## config.mk

```make
export PLATFORM = sky130hd
export DESIGN_NAME = shift_in_frame
export DESIGN_NICKNAME = d
export VERILOG_FILES = /design/src/rtl/shift_in_frame.sv
export SDC_FILE = /design/constraint.sdc
export NUM_CORES = 1
export LEC_CHECK = 0
export BUFFER_PORTS_ARGS = -buffer_cell sky130_fd_sc_hd__buf_2
export CORE_MARGIN = 2
export CORE_UTILIZATION = 29
export CTS_BUF_LIST = sky130_fd_sc_hd__clkbuf_8 sky130_fd_sc_hd__clkbuf_16
export CTS_CLUSTER_SIZE = 16
export DETAILED_ROUTE_END_ITERATION = 8
export PLACE_DENSITY = 0.48
export SYNTH_ARGS = -nofsm -noshare
export SYNTH_HDL_FRONTEND = slang
export SYNTH_SLANG_ARGS = --single-unit
```

## constraint.sdc

```tcl
create_clock -name clk -period 7.05 [get_ports clk]
set_input_delay 2.115 -clock clk [delete_from_list [all_inputs] [get_ports clk]]
set_output_delay 2.115 -clock clk [all_outputs]
set_load 0.02 [all_outputs]
```

## src/rtl/shift_in_frame.sv

```systemverilog
// Serial-in, parallel-out deserializer with programmable frame length, selectable bit order,
// back-to-back framing and a double-buffered valid/ready output with a sticky overrun flag.
module shift_in_frame #(
  parameter int WIDTH     = 32,
  parameter int LEN_W     = 6,
  parameter int LSB_FIRST = 0
) (
  input  logic             clk,
  input  logic             clr,
  input  logic             enable,
  input  logic             si,
  input  logic             sync,
  input  logic [LEN_W-1:0] len,
  output logic [WIDTH-1:0] dout,
  output logic             dout_valid,
  input  logic             dout_ready,
  output logic             busy,
  output logic             overrun,
  input  logic             ovr_clr
);

  localparam logic [LEN_W-1:0] WIDTH_L = LEN_W'(WIDTH);

  // Zero and oversize lengths both mean a full-width frame.
  function automatic logic [LEN_W-1:0] sat_len(input logic [LEN_W-1:0] l);
    if (l == '0 || l > WIDTH_L) return WIDTH_L;
    return l;
  endfunction

  // LSB-first words build up from the top of the register and need right-aligning.
  function automatic logic [WIDTH-1:0] align_word(input logic [WIDTH-1:0] w,
                                                  input logic [LEN_W-1:0] n);
    if (LSB_FIRST != 0) return w >> (WIDTH_L - n);
    return w;
  endfunction

  logic [WIDTH-1:0] sh_p0;
  logic [LEN_W-1:0] cnt_p0;
  logic [LEN_W-1:0] len_p0;

  logic [WIDTH-1:0] sh_nxt;
  logic [LEN_W-1:0] len_use;
  logic             take;
  logic             last;
  logic             drop;

  always_comb begin
    take    = enable & ~sync;
    len_use = (cnt_p0 == '0) ? sat_len(len) : len_p0;
    last    = take && (cnt_p0 == len_use - 1'b1);
    drop    = last && dout_valid && !dout_ready;
    if (LSB_FIRST != 0) sh_nxt = {si, sh_p0[WIDTH-1:1]};
    else                sh_nxt = {sh_p0[WIDTH-2:0], si};
  end

  // Stage p0: shift register, bit counter and double-buffered output word
  always_ff @(posedge clk or posedge clr) begin
    if (clr) begin
      sh_p0      <= '0;
      cnt_p0     <= '0;
      len_p0     <= '0;
      busy       <= 1'b0;
      dout       <= '0;
      dout_valid <= 1'b0;
      overrun    <= 1'b0;
    end else begin
      if (sync) begin
        sh_p0  <= '0;
        cnt_p0 <= '0;
        busy   <= 1'b0;
      end else if (enable) begin
        if (cnt_p0 == '0) len_p0 <= sat_len(len);
        if (last) begin
          sh_p0  <= '0;
          cnt_p0 <= '0;
          busy   <= 1'b0;
        end else begin
          sh_p0  <= sh_nxt;
          cnt_p0 <= cnt_p0 + 1'b1;
          busy   <= 1'b1;
        end
      end

      if (last && !drop) begin
        dout       <= align_word(sh_nxt, len_use);
        dout_valid <= 1'b1;
      end else if (!last && dout_valid && dout_ready) begin
        dout_valid <= 1'b0;
      end

      if (drop)         overrun <= 1'b1;
      else if (ovr_clr) overrun <= 1'b0;
    end
  end

endmodule

```

### After elaboration in Yosys (flattened, before gate mapping)

Index checks and enable logic that the tools add are counted.

| word-level totals | value |
|---|---|
| register bits | 78 |
| input bits | 13 |
| output and inout bits | 35 |

| cells by class | value |
|---|---|
| add/subtract/negate cells | 2 |
| $lt $le $gt $ge | 1 |
| equality and inequality tests | 1 |
| multiplexer cells | 21 |
| bitwise operators | 2 |
| reduce and logical (&&, ||, !) cells | 16 |

Operators with widths:

| operator | count |
|---|---|
| $mux W31 | 3 |
| $mux W6 | 7 |
| $logic_not A6 Y1 | 2 |
| $mux W1 | 11 |
| $add A6 B1 Y6 const B | 1 |
| $eq A6 B6 Y1 | 1 |
| $gt A6 B6 Y1 const B | 1 |
| $logic_and A1 B1 Y1 | 6 |
| $reduce_bool A2 Y1 | 3 |
| $sub A6 B1 Y6 const B | 1 |
| $logic_not A1 Y1 | 3 |
| $reduce_and A3 Y1 | 1 |
| $and A1 B1 Y1 | 1 |
| $logic_or A1 B1 Y1 | 1 |
| $not A1 Y1 | 1 |

### Logic depth before layout (Yosys ltp)

| depth | value |
|---|---|
| word-level depth | 13 |
| mapped depth | 14 |
| depth with buffers taken out | 12 |

### Worst setup path before layout

Ideal clock, no wire load.

| path | value |
|---|---|
| kind | input port to flip-flop |
| from | input port len[5] |
| to | register dout[0] |
| library setup time | 0.125 ns |
| arrival time | 4.803 ns |
| required time | 6.925 ns |
| path slack | 2.122 ns |
| stages on the path | 12 |
| buffers on the path | 2 |
| cells stage by stage | clkbuf_1 -> nor2b_1 -> and3_1 -> a21oi_1 -> ha_1 -> xor2_1 -> mux2_2 -> o221ai_1 -> o211ai_2 -> nor4_4 -> buf_6 -> mux2_2 |

| between the ends | value |
|---|---|
| cells in the longest elaborated chain, start to end | 12 |
| elaborated cells on any way between the ends | 13 |
| those cells by class | add/sub (1); order compare (1); eq/ne (1); mux (3); reduce/logical (7) |

RTL lines:

| element | line | RTL |
|---|---|---|
| from (decl) | 13 | `input logic [LEN_W-1:0] len,` |
| $gt A6 B6 Y1 / $logic_not A6 Y1 (equally long branches) | 26 | `if (l == '0 \|\| l > WIDTH_L) return WIDTH_L;` |
| $logic_or A1 B1 Y1 | 26 |  |
| $mux W1 | 26 |  |
| $mux W6 (*) | 27 | `return l;` |
| $mux W6 (*) | 49 | `len_use = (cnt_p0 == '0) ? sat_len(len) : len_p0;` |
| $sub A6 B1 Y6 (*) | 50 | `last = take && (cnt_p0 == len_use - 1'b1);` |
| $eq A6 B6 Y1 (*) | 50 |  |
| $logic_and A1 B1 Y1 (*) | 50 |  |
| $logic_and A1 B1 Y1 (2 in a row) | 51 | `drop = last && dout_valid && !dout_ready;` |
| $logic_not A1 Y1 | 84 | `if (last && !drop) begin` |
| $logic_and A1 B1 Y1 (*) | 84 |  |
| to (signal assigned) | 85 | `dout <= align_word(sh_nxt, len_use);` |
| to (decl) | 14 | `output logic [WIDTH-1:0] dout,` |

Mark *: on every way between the ends. The rest lies on a longest branch, timed or not.
A chain may end at the register's enable or synchronous reset.

### Worst setup path after layout

| path | value |
|---|---|
| from | input port len[5] |
| to | register dout[26] |

Same word-level chain as after synthesis.

==> metrics.txt <==
Area growth, synth to finish 17.4%; deepest clock path buffer count 2; CP Class input port to flip-flop; CP max-delay cell nor4_4; period utilization between 70% and 80%; Clock Tree Root clkbuf_16; Reg area 1950 um2; HPWL after detailed placement 5410 um; NumNets Final 401; TNS Setup 0 ns; vias in the first global route 2,796; Area contributors post-synth dfrtp_1 50%, mux2_2 9.9%, o311ai_0 7.4%; Via Count between 2,000 and 3,000; cell taking the most area after synthesis dfrtp_1; DRT antenna net count 0; Num CTS Buffers 9; Hold Path Class flip-flop to flip-flop; Pre-Repair DR Iteration Count 4; CTS Sinks 78; status completed; Mapped Area 3880 um2; peak supply drop 0.126 mV; worst slew pin tran 1.06 ns; pins over their slew limit 0; clock skew 0.00908 ns; Filler cells between 1,000 and 1,500; clock-pin slew on the worst setup and hold paths 0.06 ns; Max Fclk 184 MHz; Worst Path Max Fanout 40; I/O pin cnt 48; relative slew slack a little under 30%; flops & latches, synth 78; Gate Count Post-Synth 354; antenna violations before repair 0; Yosys warnings 0; core area 13,100 um2; PostCTS Resize Cnt 0; Initial Util a little under 30%; PwrDens 254 nW/um2; syn_nets between 300 and 400; fraction of layout cells with a size suffix above 1 27.2%; Setup Fix Bufs, Post-CTS 0; final WL about 9000 um; ys async rst share 100%; routed vias/inst a little over 5; DRC violations left 0; global placement routability congestion slightly below 0.8; Tmin final 5.45 ns; worst skew pair latency 0.33 ns; port bufs 47; Yosys top cell area share 50.3%; die height 120 um; Antenna Cells 0; ys flop type dfrtp_1; CP Buf/Inv Count 2; sequential area share after synthesis 50.3%; Max-Cap Viols 0; CP arrival 5.66 ns; post-placement cell count 550; leak pwr 0.00202 uW; Multi-input gate area ~1800 um2; Die ar. approximately 14,000 um2; cts hold-fix bufs 0; RSZ-0062 raised after global routing no; cell mode on critical path mux2_2; H-tree depth reported by CTS 3; 1st-iter DRT viols 215; CP Cell Sequence buf_2 > nor2b_1 > and3_1 > a21oi_1 > ha_1 > xor2_1 > mux2_2 > o221ai_1 > o211ai_4 > nor4_4 > buf_12 > mux2_2; list of most frequent post-synthesis cells 78 x dfrtp_1, 42 x nand2b_1, 39 x a21oi_1; largest net degree at the start of global routing a little under 80; Post-Layout Cell Count 566; CP max stage delay 0.79 ns; number of flops mapped to enable cells by yosys 0; first-pass GRT wire length 15,000 um; final hold violation count 0; gr usage total 12.9%; Mapped Avg Cell Area 11.0 um2; Die Wd roughly 120 um; synth unique cells 48; Std-Cell Rows 42; worst path required time 7.26 ns; final setup fails 0; wire per inst 15.9 um; Startpoint Class input port; Worst Setup End Kind flip-flop; most frequent cell after synthesis dfrtp_1; GRT overflow 0; CP top delay family simple AND/OR/NAND/NOR gates; TritonCTS clock tree yes
==> cells in the final DEF (no fill, tap or decap), types with 2 or more instances in the layout <==
| cell type | n |
|---|---|
| a21oi_1 | 39 |
| and3_1 | 3 |
| buf_2 | 47 |
| buf_4 | 2 |
| clkbuf_16 | 9 |
| clkinv_2 | 2 |
| dfrtp_1 | 78 |
| ha_1 | 3 |
| inv_1 | 12 |
| inv_6 | 2 |
| mux2_2 | 34 |
| mux2i_1 | 2 |
| nand2_1 | 7 |
| nand2b_1 | 42 |
| nand3_1 | 3 |
| nor2_1 | 10 |
| nor2b_1 | 5 |
| nor3_1 | 6 |
| nor3b_1 | 2 |
| nor4_1 | 2 |
| o211ai_1 | 2 |
| o21ai_0 | 7 |
| o311ai_0 | 33 |
| o31ai_1 | 3 |
| o32ai_1 | 3 |
| or4_1 | 2 |
| or4b_1 | 2 |
| xnor2_1 | 2 |
| xor2_1 | 2 |
==> routing by layer <==
layer / vias to the layer above / wire, um / global-route usage [%]
met5: - / 0 / 0
li1: 1369 / - / -
met1: 1470 / 4430 / 19.0
met2: 51 / 4160 / 18.9
met4: 0 / 75 / 3.97
met3: 4 / 341 / 2.71
==> logic make-up after synthesis <==
kind of cell | count (synthesis) | synth area share, %
mux | 36 | 10.4
buf+inv | 43 | 5.09
fa+ha+maj | 3 | 0.967
flops | 78 | 50.3
compound gates | 102 | 18.8
xor+xnor | 4 | 0.903
simple gates | 88 | 13.6
==> registers in the layout (all words and copies together), names as in the netlist <==
register,cells
len_p0,6
busy,1
dout_valid,1
sh_p0,31
overrun,1
cnt_p0,6
dout,32
==> path summary, 6_finish.rpt <==
check / startpoint / to / slack [ns] / cells past startpoint
worst min register to register: dout[27] / dout[27] / 0.50 / 1
worst max register to register: cnt_p0[0] / dout[26] / 2.00 / 13
max in group asynchronous: clr / sh_p0[0] / 4.30 / 3
worst min-delay path: dout[27] / dout[27] / 0.50 / 1
min in group asynchronous: clr / dout[24] / 2.09 / 3
worst max-delay path: len[5] / dout[26] / 1.60 / 12
==> where the power goes <==
part	leakage [uW]	switching [uW]	internal (uW)	total, uW
Clock	0.000148	201	280	480
Combinational	0.000791	135	62.3	197
Sequential	0.00108	19.2	462	481
Total	0.00202	355	804	1160
==> layout make-up <==
class | instances | share of cell area [%]
Sequential cell | 78 | 42.8
Multi-Input combinational cell | 233 | 38.6
Inverter | 13 | 1.10
Timing Repair Buffer | 50 | 5.93
Clock inverter | 7 | 1.76
Tap cell | 176 | 4.83
Clock buffer | 9 | 4.94
==> worst reg2reg max path, cell delays in order, from the launching register on <==
cell,delay [ns]
dfrtp_1,0.48
inv_1,0.11
ha_1,0.18
nor4b_1,0.79
nand2_1,0.23
a21oi_1,0.20
ha_1,0.30
xor2_1,0.18
mux2_2,0.35
o221ai_1,0.27
o211ai_4,0.41
nor4_4,0.80
buf_12,0.27
mux2_2,0.36
==> per-stage QoR <==
stage	worst slack, ns	area, um2	utilization [%]	power, uW	hold WS (ns)
6_report	1.60	4560	34.7	1160	0.501
3_5_place_dp	1.24	4250	32.4	687	0.493
5_1_grt	1.37	4560	34.7	1210	0.523
4_1_cts	1.58	4560	34.7	1170	0.508
3_3_place_gp	1.28	4250	32.4	688	0.487
2_1_floorplan	2.12	3880	-	631	0.481
(Power assumes the default switching activity.)
